$ cat src/rtl/mem_arbiter.sv
// mem_arbiter: shares one memory port between instruction fetch (I) and
// data load/store (D). One transaction at a time: IDLE -> BUSY -> RESP.
// BUSY waits for mem_ready, bounded by TIMEOUT (0 disables the bound).
// Optional macro MEM_ARB_RR_EN: round-robin arbitration on contention;
// when undefined, D has fixed priority over I.
module mem_arbiter #(
    parameter int unsigned TIMEOUT = 255
) (
    input  logic        clk,
    input  logic        resetn,
    input  logic        if_valid,
    input  logic [31:0] if_addr,
    output logic        if_ready,
    output logic [31:0] if_rdata,
    output logic        if_err,
    input  logic        d_valid,
    input  logic [31:0] d_addr,
    input  logic [31:0] d_wdata,
    input  logic [3:0]  d_wstrb,
    output logic        d_ready,
    output logic [31:0] d_rdata,
    output logic        d_err,
    output logic        mem_valid,
    output logic        mem_instr,
    output logic [31:0] mem_addr,
    output logic [31:0] mem_wdata,
    output logic [3:0]  mem_wstrb,
    input  logic        mem_ready,
    input  logic [31:0] mem_rdata,
    output logic        busy,
    output logic        last_grant
);

    typedef enum logic [1:0] {
        IDLE = 2'd0,
        BUSY = 2'd1,
        RESP = 2'd2
    } state_t;

    localparam int unsigned  CW      = (TIMEOUT > 0) ? $clog2(TIMEOUT + 1) : 1;
    localparam logic [CW-1:0] TMO_VAL = CW'(TIMEOUT);

    state_t          state;
    state_t          state_next;
    logic [CW-1:0]   wait_cnt;
    logic            req_any;
    logic            grant_d;
    logic            timed_out;

    assign busy = (state != IDLE);

    // Arbitration and timeout detection
    always_comb begin
        req_any   = if_valid | d_valid;
`ifdef MEM_ARB_RR_EN
        // On contention grant the side opposite to the previous winner;
        // last_grant resets to I, so the first contention goes to D.
        grant_d   = d_valid & (~if_valid | ~last_grant);
`else
        grant_d   = d_valid;
`endif
        timed_out = (TIMEOUT != 0) && (wait_cnt == TMO_VAL);
    end

    // Next-state logic
    always_comb begin
        state_next = state;
        case (state)
            IDLE:    if (req_any) state_next = BUSY;
            BUSY:    if (mem_ready || timed_out) state_next = RESP;
            RESP:    state_next = IDLE;
            default: state_next = IDLE;
        endcase
    end

    // State register
    always_ff @(posedge clk) begin
        if (!resetn) state <= IDLE;
        else         state <= state_next;
    end

    // Bus request, wait counter and response datapath
    always_ff @(posedge clk) begin
        if (!resetn) begin
            mem_valid  <= 1'b0;
            mem_instr  <= 1'b0;
            mem_addr   <= '0;
            mem_wdata  <= '0;
            mem_wstrb  <= '0;
            last_grant <= 1'b0;
            wait_cnt   <= '0;
            if_ready   <= 1'b0;
            if_rdata   <= '0;
            if_err     <= 1'b0;
            d_ready    <= 1'b0;
            d_rdata    <= '0;
            d_err      <= 1'b0;
        end else begin
            if_ready <= 1'b0;
            d_ready  <= 1'b0;
            case (state)
                IDLE: begin
                    if (req_any) begin
                        mem_valid  <= 1'b1;
                        mem_instr  <= ~grant_d;
                        mem_addr   <= grant_d ? d_addr  : if_addr;
                        mem_wdata  <= grant_d ? d_wdata : '0;
                        mem_wstrb  <= grant_d ? d_wstrb : '0;
                        last_grant <= grant_d;
                        wait_cnt   <= '0;
                    end
                end
                BUSY: begin
                    // The ready pulse is registered here so it is high
                    // exactly during RESP; last_grant identifies the winner.
                    if (mem_ready) begin
                        mem_valid <= 1'b0;
                        if (last_grant) begin
                            d_ready <= 1'b1;
                            d_rdata <= mem_rdata;
                            d_err   <= 1'b0;
                        end else begin
                            if_ready <= 1'b1;
                            if_rdata <= mem_rdata;
                            if_err   <= 1'b0;
                        end
                    end else if (timed_out) begin
                        mem_valid <= 1'b0;
                        mem_wstrb <= '0;
                        if (last_grant) begin
                            d_ready <= 1'b1;
                            d_rdata <= '0;
                            d_err   <= 1'b1;
                        end else begin
                            if_ready <= 1'b1;
                            if_rdata <= '0;
                            if_err   <= 1'b1;
                        end
                    end else if (wait_cnt != '1) begin
                        wait_cnt <= wait_cnt + CW'(1);
                    end
                end
                default: ;
            endcase
        end
    end

endmodule

$ cat config.mk
export PLATFORM = sky130hd
export DESIGN_NAME = mem_arbiter
export DESIGN_NICKNAME = d
export VERILOG_FILES = /design/src/rtl/mem_arbiter.sv
export SDC_FILE = /design/constraint.sdc
export NUM_CORES = 1
export LEC_CHECK = 0
export CAP_MARGIN = 20
export CORE_MARGIN = 3
export CORE_UTILIZATION = 41
export DETAILED_ROUTE_END_ITERATION = 10
export PLACE_DENSITY = 0.8
export SLEW_MARGIN = 30
export SYNTH_ARGS = -nofsm -noshare
export SYNTH_HDL_FRONTEND = slang
export SYNTH_SLANG_ARGS = --single-unit
$ cat constraint.sdc
create_clock -name clk -period 2.17 [get_ports clk]
set_clock_uncertainty 0.2 [all_clocks]
set_input_delay 0.217 -clock clk [delete_from_list [all_inputs] [get_ports clk]]
set_output_delay 0.217 -clock clk [all_outputs]
set_load 0.02 [all_outputs]
* Yosys cells after proc, flatten, opt, wreduce, memory -nomap -nowiden *
Cells that the tools add are included.

cells by class
  bitwise logic cells = 3
  muxes and demuxes = 41
  equality and inequality tests = 10
  add/subtract/negate cells = 1
  reduce and logical (&&, ||, !) cells = 13

operators with widths
  operator                                        count
  2-to-1 mux 32 bit                               10
  2-to-1 mux 8 bit                                4
  2-to-1 mux 1 bit                                17
  2-to-1 mux 4 bit                                4
  case mux 8 bit (2 select lines)                 1
  != test 2 bit (second input constant)           6
  AND reduction 3 bit                             3
  adder 8 x 1 -> 8 bit (second input constant)    1
  == test 8 bit (second input constant)           1
  != test 8 bit (second input constant)           1
  case mux 4 bit (2 select lines)                 1
  AND reduction 2 bit                             3
  nonzero test 2 bit                              3
  AND reduction 5 bit                             1
  2-to-1 mux 2 bit                                2
  case mux 2 bit (2 select lines)                 1
  AND reduction 4 bit                             1
  != test 3 bit (second input constant)           1
  == test 2 x 1 -> 1 bit (second input constant)  1
  logical NOT 2 bit                               1
  NOT 1 bit                                       2
  case mux 1 bit (2 select lines)                 1
  logical OR 1 bit                                1
  bitwise OR 1 bit                                1

word-level totals
  register bits after elaboration = 149
  input port bits = 137

* Logic depth before layout (Yosys ltp) *
  word-level depth = 5
  depth in mapped cells = 7
  gate-level depth less buffers = 5

* Worst setup path after synthesis *
No wires, ideal clock.

  path kind = register to register
  start = reg wait_cnt[0]
  end = reg if_rdata[10]
  data required time = 1.884 ns
  slack = 0.387 ns
  clock period less this slack = 1.783 ns
  data arrival time = 1.498 ns
  cell stages (with the launch flop) = 8
  cells stage by stage = dfxtp_1 -> ha_1 -> and3_1 -> a21oi_2 -> nor2b_1 -> buf_2 -> buf_6 -> a211oi_1

between the ends
  cells in the longest elaborated chain, start to end = 3

ends and longest elaborated chain
  element                        RTL line  RTL
  start: declaration             45        logic [CW-1:0] wait_cnt;
  start signal: assignment       140       wait_cnt <= wait_cnt + CW'(1);
  == test 8 bit                  62        timed_out = (TIMEOUT != 0) && (wait_cnt == TMO_VAL);
  nonzero test 2 bit (no line)   --
  AND reduction 3 bit (no line)  --
  end signal: assignment         124       if_rdata <= mem_rdata;
  end: declaration               14        output logic [31:0] if_rdata,

Every way passes these cells.
A chain may end at the register's enable or synchronous reset.

* Worst setup path in the final report *
  start = reg last_grant
  end = out last_grant

RTL lines
  element                   RTL line  RTL
  start: declaration        31        output logic last_grant
  start signal: assignment  109       last_grant <= grant_d;

No word-level cell between the ends.

==> reports/summary.log <==
qor: finish.syn_to_final_growth 62.7%
qor: synthesis.synth-seq-area-share 51.1%
qor: worst_hold_path.hp-start d_wstrb[0]
qor: placement.io_buffers 276
qor: finish.n_antenna_cell 0
qor: synthesis.number_of_register_bits_inferred_by_synthesis 149
qor: timing.slew_violations 0
qor: clock_network.tritoncts_clock_tree built
qor: power.leakagePower 3.38 nW
qor: placement.place.detailed.hpwl 14,600 um
qor: global_routing.grt_max_degree 38
qor: floorplanning.floorplan.die_area 15,700 um2
qor: detailed_routing.dr.first_iter.drc_count 565
qor: worst_hold_path.holdCritPathClass primary input to flop
qor: power.power.density 778 nW/um2
qor: worst_setup_path.timing.setup.critical_path_class flop to output pin
qor: floorplanning.dieHeight 125 um
qor: global_routing.met3_usage 10.2%
qor: detailed_routing.via_per_inst 5.58
qor: synthesis.synthesized_instance_count 656
qor: worst_setup_path.start_kind flop
qor: worst_setup_path.critPathRequiredTime 1.75 ns
qor: synthesis.synthesis.area 5840 um2
qor: floorplanning.rows 42
qor: worst_setup_path.crit_fanout 6
qor: detailed_routing.detail_route.first_pass.iterations 5
qor: global_routing.grt-busiest-layer met2
qor: finish.nets 1,053
qor: floorplanning.coreArea 13,600 um2
qor: global_routing.met1_usage_grt 29.5%
qor: timing.setup_viol_count_final 0
qor: placement.globalplace.congestion 0.826
qor: clock_network.ctsRootBufferMaster clkbuf_16
qor: clock_network.cts_h_tree_depth 4
qor: run.max-cap-violations 0
qor: timing.setup-tns-final 0 ns
qor: synthesis.library_cells_used_by_synthesis 39
qor: detailed_routing.vias 6,163
qor: finish.drive_above_1_share 7.97%
qor: timing.slew_at_the_pin_closest_to_its_max_slew_limit 0.475 ns
qor: power.power 0.00739 W
qor: timing.max_freq 507 MHz
qor: timing.finalCritPeriodShare 90.8%
qor: global_routing.wire_length_of_the_first_global_routing_pass 32,100 um
qor: clock_network.cts_resized 0
qor: power.worst_ir_drop_vdd 0.583 mV
qor: floorplanning.effective_utilization_at_floorplan 43.1%
qor: worst_setup_path.critPathLaunch last_grant
qor: clock_network.clock_insertion_delay_worst_skew 0.42 ns
qor: timing.postLayoutSetupSlackWorst 0.199 ns
qor: worst_setup_path.critical_path.top_delay_family buffers and inverters
qor: worst_setup_path.crit_path_slowest_cell clkdlybuf4s50_1
qor: worst_setup_path.reg2reg_from wait_cnt[0]
qor: detailed_routing.route.antenna.remaining_nets 0
qor: clock_network.max_clock_buf_depth 2
qor: placement.pre_cts_ws 0.105 ns
qor: clock_network.cts_setup_buffers 0
qor: worst_setup_path.end_kind output pin
qor: global_routing.grt_usage 25.5%
qor: clock_network.clk_pin_slew_worst_paths 0.06 ns
qor: global_routing.first_global_vias 5,907
qor: clock_network.post_cts_hold_buffers 0
qor: worst_setup_path.critical_path.max_stage_delay 0.68 ns
qor: synthesis.synth_edf_count 0
qor: floorplanning.chipWidth 125 um
qor: worst_setup_path.buffers_inverters_on_critical_path 1
qor: timing.timing_hold_violations_final 0
qor: global_routing.global_route.overflow_total 0
qor: clock_network.clock_sinks 149
qor: floorplanning.num_io_pins 277
qor: synthesis.mappedNetlistNets 794
qor: synthesis.synth-main-ff-cell dfxtp_1
qor: timing.rsz0062_at_grt no
qor: synthesis.synth-async-reset-ratio 0%
qor: synthesis.ys_warn_count 0
qor: timing.maxSlewHeadroom 68.4%
qor: worst_setup_path.crit_chain clkdlybuf4s50_1
qor: status.status completed
qor: clock_network.cts-buffers-inserted 17
qor: timing.timing.final.crit_period 1.97 ns
qor: detailed_routing.wl_per_cell 18.7 um
qor: global_routing.gr-usage-met2 42.9%
qor: detailed_routing.drc 0
qor: synthesis.post_synth.cell_area_avg 8.90 um2
qor: detailed_routing.postRouteWirelength 20,600 um
qor: worst_setup_path.worst-endpoint-arrival 1.55 ns
qor: global_routing.grt_antenna_before_repair 0
==> worst paths after layout <==
path / endpoint / slack (ns) / depth (start not counted)
worst max-delay path: last_grant / 0.20 / 1
worst min-delay path: mem_wstrb[0] / 0.14 / 3
worst max register to register: if_rdata[17] / 0.28 / 6
worst min register to register: d_rdata[4] / 0.28 / 2
==> synthesized netlist by cell type, types with 4 or more instances <==
cell	n	area, um2
a211oi_1	32	240
a21oi_1	108	541
a221oi_1	31	272
a22oi_1	32	240
and2_1	4	25.0
and4_1	31	272
buf_2	13	65.1
buf_6	5	56.3
clkbuf_1	46	173
dfxtp_1	149	2980
inv_1	4	15.0
nand2_1	49	184
nand3_1	5	25.0
nor2_1	73	274
nor3_1	4	20.0
o21ai_0	40	200
==> per-stage QoR <==
step | hold slack [ns] | cell area [um2] | utilization, % | instances
2_1_floorplan | 0.153 | 5840 | - | 656
3_3_place_gp | 0.260 | 8880 | 65.5 | 1072
3_5_place_dp | 0.260 | 8880 | 65.5 | 1072
4_1_cts | 0.133 | 9490 | 70.0 | 1104
5_1_grt | 0.158 | 9500 | 70.0 | 1104
6_report | 0.144 | 9500 | 70.0 | 1104
==> layout make-up <==
class	instances	area [um2]
Fill cell	1087	4060
Timing Repair Buffer	306	3120
Sequential cell	149	2980
Multi-Input combinational cell	436	2540
Clock buffer	18	439
Tap cell	176	220
Clock inverter	14	174
Inverter	5	21.3
==> state kept, by name, summed over array words and instances, names as in the netlist <==
| name | cells |
|---|---|
| state | 2 |
| d_rdata | 32 |
| if_ready | 1 |
| d_ready | 1 |
| last_grant | 1 |
| wait_cnt | 8 |
| mem_wdata | 32 |
| if_err | 1 |
| if_rdata | 32 |
| mem_addr | 32 |
| mem_wstrb | 4 |
| d_err | 1 |
| mem_instr | 1 |
| mem_valid | 1 |
==> placed cells by master, fill, tap and decap left out, drive strengths merged, types with 2 or more instances in the layout <==
cell type,instances
o21ai,40
a31oi,3
mux2i,2
clkbuf,18
nand3,5
nor2b,3
nor3,5
clkinv,7
a21oi,109
bufinv,3
nor2,73
and2,4
a221oi,31
buf,30
and4,32
o211ai,2
a211oi,32
clkdlybuf4s50,275
dfxtp,149
a22oi,32
inv,8
nand2,49
==> per-layer routing <==
layer / vias to the layer above / part of all wire, %
met4: 0 / 2.5
met2: 302 / 49
met1: 2895 / 39
met3: 36 / 9.2
met5: - / 0
li1: 2930 / -
==> cells by family after synthesis <==
family / Yosys count / share of synthesized area, %
simple gates: 180 / 15.8
compound gates: 253 / 26.9
mux: 2 / 0.343
fa+ha+maj: 1 / 0.214
buf+inv: 71 / 5.61
flops: 149 / 51.1
==> power breakdown <==
part	internal, W	switching (W)
sequential	0.00287	0.0000813
clock	0.00185	0.00121
combinational	0.000686	0.000691
No activity file was read; power rests on OpenSTA's default activity.
